$ cat src/rtl/mod_pulse_meter_pkg.sv
// Shared types and constants for the pulse meter.
package mod_pulse_meter_pkg;

    localparam int unsigned PmCntWDefault = 20;
    localparam int unsigned PmDropW       = 8;

    typedef enum logic [1:0] {
        StIdle,
        StArmed,
        StMeasure,
        StHold
    } pm_state_t;

endpackage

$ cat src/rtl/mod_sync.sv
// Multi-flop synchroniser for a single asynchronous input.
// The reset level is a port so a runtime polarity input can select it.
module mod_sync #(
    parameter int unsigned STAGES = 2
) (
    input  logic clk_i,
    input  logic rst_i,
    input  logic rst_val_i,
    input  logic d_i,
    output logic q_o
);

    logic [STAGES-1:0] chain;

    // Shift the raw input through the chain; reset fills it with the reset level.
    always_ff @(posedge clk_i) begin
        if (!rst_i) begin
            chain <= {STAGES{rst_val_i}};
        end else begin
            chain <= {chain[STAGES-2:0], d_i};
        end
    end

    assign q_o = chain[STAGES-1];

endmodule

$ cat src/rtl/mod_pulse_meter.sv
// Measures the active duration of a pin pulse in 1 us ticks and hands the
// result over with a valid/ready handshake.
module mod_pulse_meter
    import mod_pulse_meter_pkg::*;
#(
    parameter int unsigned CNT_W       = PmCntWDefault,
    parameter int unsigned SYNC_STAGES = 2,
    parameter int unsigned MIN_US      = 2
) (
    input  logic               clk_i,
    input  logic               rst_i,
    input  logic               tick_1us_i,
    input  logic               pin_i,
    input  logic               pin_act_lvl_i,
    input  logic               ready_i,
    output logic [CNT_W-1:0]   meas_o,
    output logic               valid_o,
    output logic               ovf_o,
    output logic               busy_o,
    output logic [PmDropW-1:0] drop_o
);

    localparam logic [CNT_W-1:0] MinCnt = CNT_W'(MIN_US);
    localparam logic [CNT_W-1:0] CntMax = '1;

    pm_state_t                state;
    logic                     pin_s;
    logic                     act;
    logic                     act_q;
    logic                     rise;
    logic                     fall;
    logic [CNT_W-1:0]         cnt;
    logic                     ovf_flag;
    logic [SYNC_STAGES-1:0]   warm;

    mod_sync #(
        .STAGES (SYNC_STAGES)
    ) u_sync (
        .clk_i     (clk_i),
        .rst_i     (rst_i),
        .rst_val_i (~pin_act_lvl_i),
        .d_i       (pin_i),
        .q_o       (pin_s)
    );

    assign act  = pin_s ^ ~pin_act_lvl_i;
    assign rise = act & ~act_q;
    assign fall = ~act & act_q;

    // Edge-detect delay of act, plus a marker that goes high once the
    // synchroniser holds real pin samples instead of its reset fill; without
    // it a pin active through reset would look like a fresh rise.
    always_ff @(posedge clk_i) begin
        if (!rst_i) begin
            act_q <= 1'b0;
            warm  <= '0;
        end else begin
            act_q <= act;
            warm  <= {warm[SYNC_STAGES-2:0], 1'b1};
        end
    end

    // Measurement FSM with registered result, handshake and drop counter.
    always_ff @(posedge clk_i) begin
        if (!rst_i) begin
            state    <= StIdle;
            cnt      <= '0;
            ovf_flag <= 1'b0;
            meas_o   <= '0;
            ovf_o    <= 1'b0;
            valid_o  <= 1'b0;
            drop_o   <= '0;
        end else begin
            unique case (state)
                StIdle: begin
                    if (warm[SYNC_STAGES-1] && !act) begin
                        state <= StArmed;
                    end
                end
                StArmed: begin
                    if (rise) begin
                        cnt      <= '0;
                        ovf_flag <= 1'b0;
                        state    <= StMeasure;
                    end
                end
                StMeasure: begin
                    if (fall) begin
                        if (cnt < MinCnt) begin
                            state <= StArmed;
                        end else begin
                            meas_o  <= cnt;
                            ovf_o   <= ovf_flag;
                            valid_o <= 1'b1;
                            state   <= StHold;
                        end
                    end else if (tick_1us_i && act) begin
                        // Saturate rather than wrap; flag the lost ticks.
                        if (cnt == CntMax) begin
                            ovf_flag <= 1'b1;
                        end else begin
                            cnt <= cnt + 1'b1;
                        end
                    end
                end
                StHold: begin
                    // A rise here, even in the handshake cycle, is never measured.
                    if (rise && (drop_o != '1)) begin
                        drop_o <= drop_o + 1'b1;
                    end
                    if (ready_i) begin
                        valid_o <= 1'b0;
                        state   <= StArmed;
                    end
                end
                default: state <= StIdle;
            endcase
        end
    end

    assign busy_o = (state == StMeasure);

endmodule

$ cat config.mk
export PLATFORM = sky130hd
export DESIGN_NAME = mod_pulse_meter
export DESIGN_NICKNAME = d
export VERILOG_FILES = /design/src/rtl/mod_pulse_meter_pkg.sv /design/src/rtl/mod_sync.sv /design/src/rtl/mod_pulse_meter.sv
export SDC_FILE = /design/constraint.sdc
export NUM_CORES = 1
export LEC_CHECK = 0
export CAP_MARGIN = 15
export CORE_MARGIN = 5
export CORE_UTILIZATION = 48
export DETAILED_ROUTE_END_ITERATION = 7
export GPL_TIMING_DRIVEN = 0
export PLACE_DENSITY = 0.8
export SYNTH_ARGS = -nofsm -noshare
export SYNTH_HDL_FRONTEND = slang
export SYNTH_SLANG_ARGS = --single-unit
export TNS_END_PERCENT = 30
$ cat constraint.sdc
create_clock -name clk_i -period 2.7 [get_ports clk_i]
set_input_delay 0.54 -clock clk_i [delete_from_list [all_inputs] [get_ports clk_i]]
set_output_delay 0.54 -clock clk_i [all_outputs]
set_load 0.005 [all_outputs]
==> flow_metrics.env, run 1 <==
export IMPL_cts_resized=0
export IMPL_max_slew_worst_pin_slew_ns=0.819
export IMPL_syn_num_nets=347
export IMPL_drive_above_1_share_pct=6.49
export IMPL_worstRegToRegCells=7
export IMPL_post_cts_buffers=0
export IMPL_clock_path_buffers=2
export IMPL_cts_tree="done"
export IMPL_grt_pass1_wl_microns=12300
export IMPL_cts_buffers=9
export IMPL_relSlewSlack_pct=45.0
export IMPL_place_area_sq_um=3210
export IMPL_reg2reg_from="state[0]"
export IMPL_gp_congestion=0.915
export IMPL_core_area_sq_um=5540
export IMPL_cts_root_buf="clkbuf_8"
export IMPL_syn_cell_area_sq_um=2760
export IMPL_p_leak_nw=1.28
export IMPL_grt_pass1_vias=2570
export IMPL_final_cell_mix="58 x dfxtp_1, 56 x nand3_1, 37 x nand2_1"
export IMPL_first_pass_iters=5
export IMPL_startpoint_type="primary input"
export IMPL_synth_warnings=0
export IMPL_start_util_pct=49.8
export IMPL_syn_inst=334
export IMPL_maxCapViolations=0
export IMPL_vias_per_cell=5.93
export IMPL_cts_hold_buf=0
export IMPL_antenna_found_initial=0
export IMPL_final_area_sq_um=3430
export IMPL_multi_input_area_sq_um=1470
export IMPL_nFillCells=520
export IMPL_dpl_hpwl_microns=5080
export IMPL_row_count=27
export IMPL_wl_microns=7460
export IMPL_min_from="warm[0]"
export IMPL_layout_commonest_cell="dfxtp_1"
export IMPL_die_area_sq_um=7360
export IMPL_clk_pin_slew_ns=0.07
export IMPL_track_usage_pct=21.0
export IMPL_ys_ff_latch=58
export IMPL_route_detailed_drc=0
export IMPL_end_kind="flop"
export IMPL_finalCritPeriodShare_pct=89.1
export IMPL_final_max_slew_viol_count=0
export IMPL_r2r_slack_ns=0.44
export IMPL_overflow=0
export IMPL_fin_skew_ns=0.00834
export IMPL_finalCriticalPeriod_ns=2.41
export IMPL_fin_total_pwr_mw=1.98
export IMPL_final_seq_area_sq_um=1160
export IMPL_ios=37
export IMPL_rsz0062_at_grt="no"
export IMPL_crit_fanout=10
export IMPL_yosys_cell_types_count=47
export IMPL_cp_arrival_ns=2.63
export IMPL_hold_viol_final=0
export IMPL_final_nets=394
export IMPL_clk_latency_ns=0.34
export IMPL_hp_class="flop to flop"
export IMPL_floorplan_die_height_microns=85.8
export IMPL_wl_per_cell_microns=16.3
export IMPL_min_to="warm[1]"
export IMPL_hold_depth=1
export IMPL_worstPathRequired_ns=2.93
export IMPL_grt_start_max_net_pins=11
export IMPL_ant_nets=0
export IMPL_die_w_microns=85.8
export IMPL_io_buffers=36
export IMPL_clkSinkCount=58
export IMPL_powerDensity_nw_per_um2=579
export IMPL_cts_htree_levels=3
export IMPL_postSynthAreaPerCell_sq_um=8.25
export IMPL_ir_drop_mv=0.446
export IMPL_setup_viol=0
export IMPL_reg2reg_to="meas_o[8]"
export IMPL_first_iter_violations=240
export IMPL_clock_fmax_mhz=416
export IMPL_num_vias=2712
export IMPL_synth_seq_area_share_pct=42.1
export IMPL_area_growth_pct=24.3
export IMPL_setup_worst_path_class="primary input to flop"
export IMPL_status="complete, no violations"
export IMPL_diodes=0
## metal layers
layer	vias up	global-route usage, %	wire length, microns
met1	1277	27.9	3410
met4	0	9.35	195
met2	97	33.5	3450
met3	22	3.36	396
li1	1316	-	-
met5	-	0	0
## worst max-delay path, stage by stage
cell,delay (ns)
clkdlybuf4s50_1,0.50
xnor2_2,0.35
o2111ai_1,0.24
o21ai_1,0.70
a31o_2,0.23
a21oi_1,0.07
## synthesized netlist by cell type, drive strengths merged
| master | n | area, sq um |
|---|---|---|
| mux2i | 2 | 20.0 |
| buf | 5 | 23.8 |
| nand3b | 2 | 15.0 |
| a41o | 1 | 10.0 |
| xor2 | 6 | 52.6 |
| o2111a | 1 | 11.3 |
| and4 | 4 | 35.0 |
| nor4 | 6 | 37.5 |
| nor3 | 10 | 55.1 |
| a41oi | 2 | 25.0 |
| nor2 | 9 | 33.8 |
| o21ai | 18 | 90.1 |
| nand2 | 37 | 139 |
| and3 | 4 | 25.0 |
| and2 | 12 | 77.6 |
| o22ai | 4 | 25.0 |
| ha | 7 | 87.6 |
| xnor2 | 2 | 25.0 |
| a31o | 1 | 8.76 |
| or3 | 4 | 25.0 |
| a311oi | 2 | 17.5 |
| a31oi | 1 | 6.26 |
| dfxtp | 58 | 1160 |
| nor2b | 2 | 12.5 |
| nand3 | 56 | 280 |
| a21boi | 5 | 37.5 |
| o211ai | 2 | 15.0 |
| o2111ai | 5 | 50.0 |
| clkbuf | 18 | 68.8 |
| nand4b | 1 | 8.76 |
| o31ai | 4 | 30.0 |
| nand4 | 8 | 50.1 |
| or4 | 4 | 30.0 |
| inv | 8 | 30.0 |
| o311ai | 3 | 26.3 |
| a21oi | 14 | 70.1 |
| or3b | 1 | 8.76 |
| nand2b | 5 | 31.3 |
## stage by stage
step                std cells  hold slack, ns  util [%]  TNS, ns  setup slack [ns]
finish                    457           0.439      61.8        0             0.295
global route              457           0.469      61.8        0             0.140
floorplan                 334           0.406         -        0             0.782
CTS                       457           0.441      61.8        0             0.307
global placement          442           0.413      57.9        0          0.000480
detailed placement        442           0.432      57.9  -0.0600           -0.0376
## area by class of cell
type / instances / area share (%)
multi-input combinational: 245 / 43.0
inverter: 8 / 0.877
clock buffer: 13 / 4.64
sequential: 58 / 33.9
timing repair buffer: 36 / 10.5
buffer: 23 / 2.70
clock inverter: 2 / 1.75
tap: 72 / 2.63
## registers in the layout, summed over array words and instances (netlist names)
signal and cells:
state 2, drop_o 8, ovf_o 1, ovf_flag 1, meas_o 20, cnt 20
valid_o 1, warm 2, act_q 1, u_sync.chain 2
## kinds of logic after synthesis
| group | count (synthesis) | share of synthesized area, % |
|---|---|---|
| compound gates | 63 | 15.3 |
| xor+xnor | 8 | 2.81 |
| fa+ha+maj | 7 | 3.18 |
| buf+inv | 31 | 4.45 |
| flops | 58 | 42.1 |
| mux | 2 | 0.726 |
| simple gates | 165 | 31.4 |
## how the worst max path moves through the flow
| stage | start | end | cells past startpoint |
|---|---|---|---|
| 6_report | pin_act_lvl_i | cnt[7] | 6 |
| 5_1_grt | pin_act_lvl_i | cnt[0] | 7 |
| 4_1_cts | pin_act_lvl_i | cnt[7] | 6 |
| 3_5_place_dp | pin_act_lvl_i | cnt[7] | 6 |
| 3_3_place_gp | pin_act_lvl_i | cnt[7] | 6 |
| 2_1_floorplan | cnt[1] | cnt[15] | 7 |
## power by group
group / internal, mW / switching, mW / total, mW
Combinational: 0.0659 / 0.129 / 0.195
Clock: 0.566 / 0.339 / 0.905
Sequential: 0.869 / 0.0147 / 0.883
Power figures use the tool's default switching activity.
==> run 2: changes to the inputs <==
==> constraint.sdc (replaced) <==
create_clock -name clk_i -period 2.7 [get_ports clk_i]
set_input_delay 0.54 -clock clk_i [delete_from_list [all_inputs] [get_ports clk_i]]
set_output_delay 0.54 -clock clk_i [all_outputs]
set_load 0.02 [all_outputs]
==> results of run 2 <==
The final DEF is identical to that of run 1. Status: complete, no violations.
==> run 3: changes to the inputs <==
- clock period: 2.7 -> 3.1 ns (I/O delays scaled with it)
==> results of run 3 <==
The final DEF is identical to that of run 1. Status: complete, no violations.
Main changes from that run: setup slack after placement -0.0376 ns -> 0.282 ns; setup slack after layout 0.295 ns -> 0.615 ns; register-to-register setup slack 0.44 ns -> 0.84 ns; total power 1.98 mW -> 1.73 mW; worst IR drop on VDD 0.446 mV -> 0.388 mV
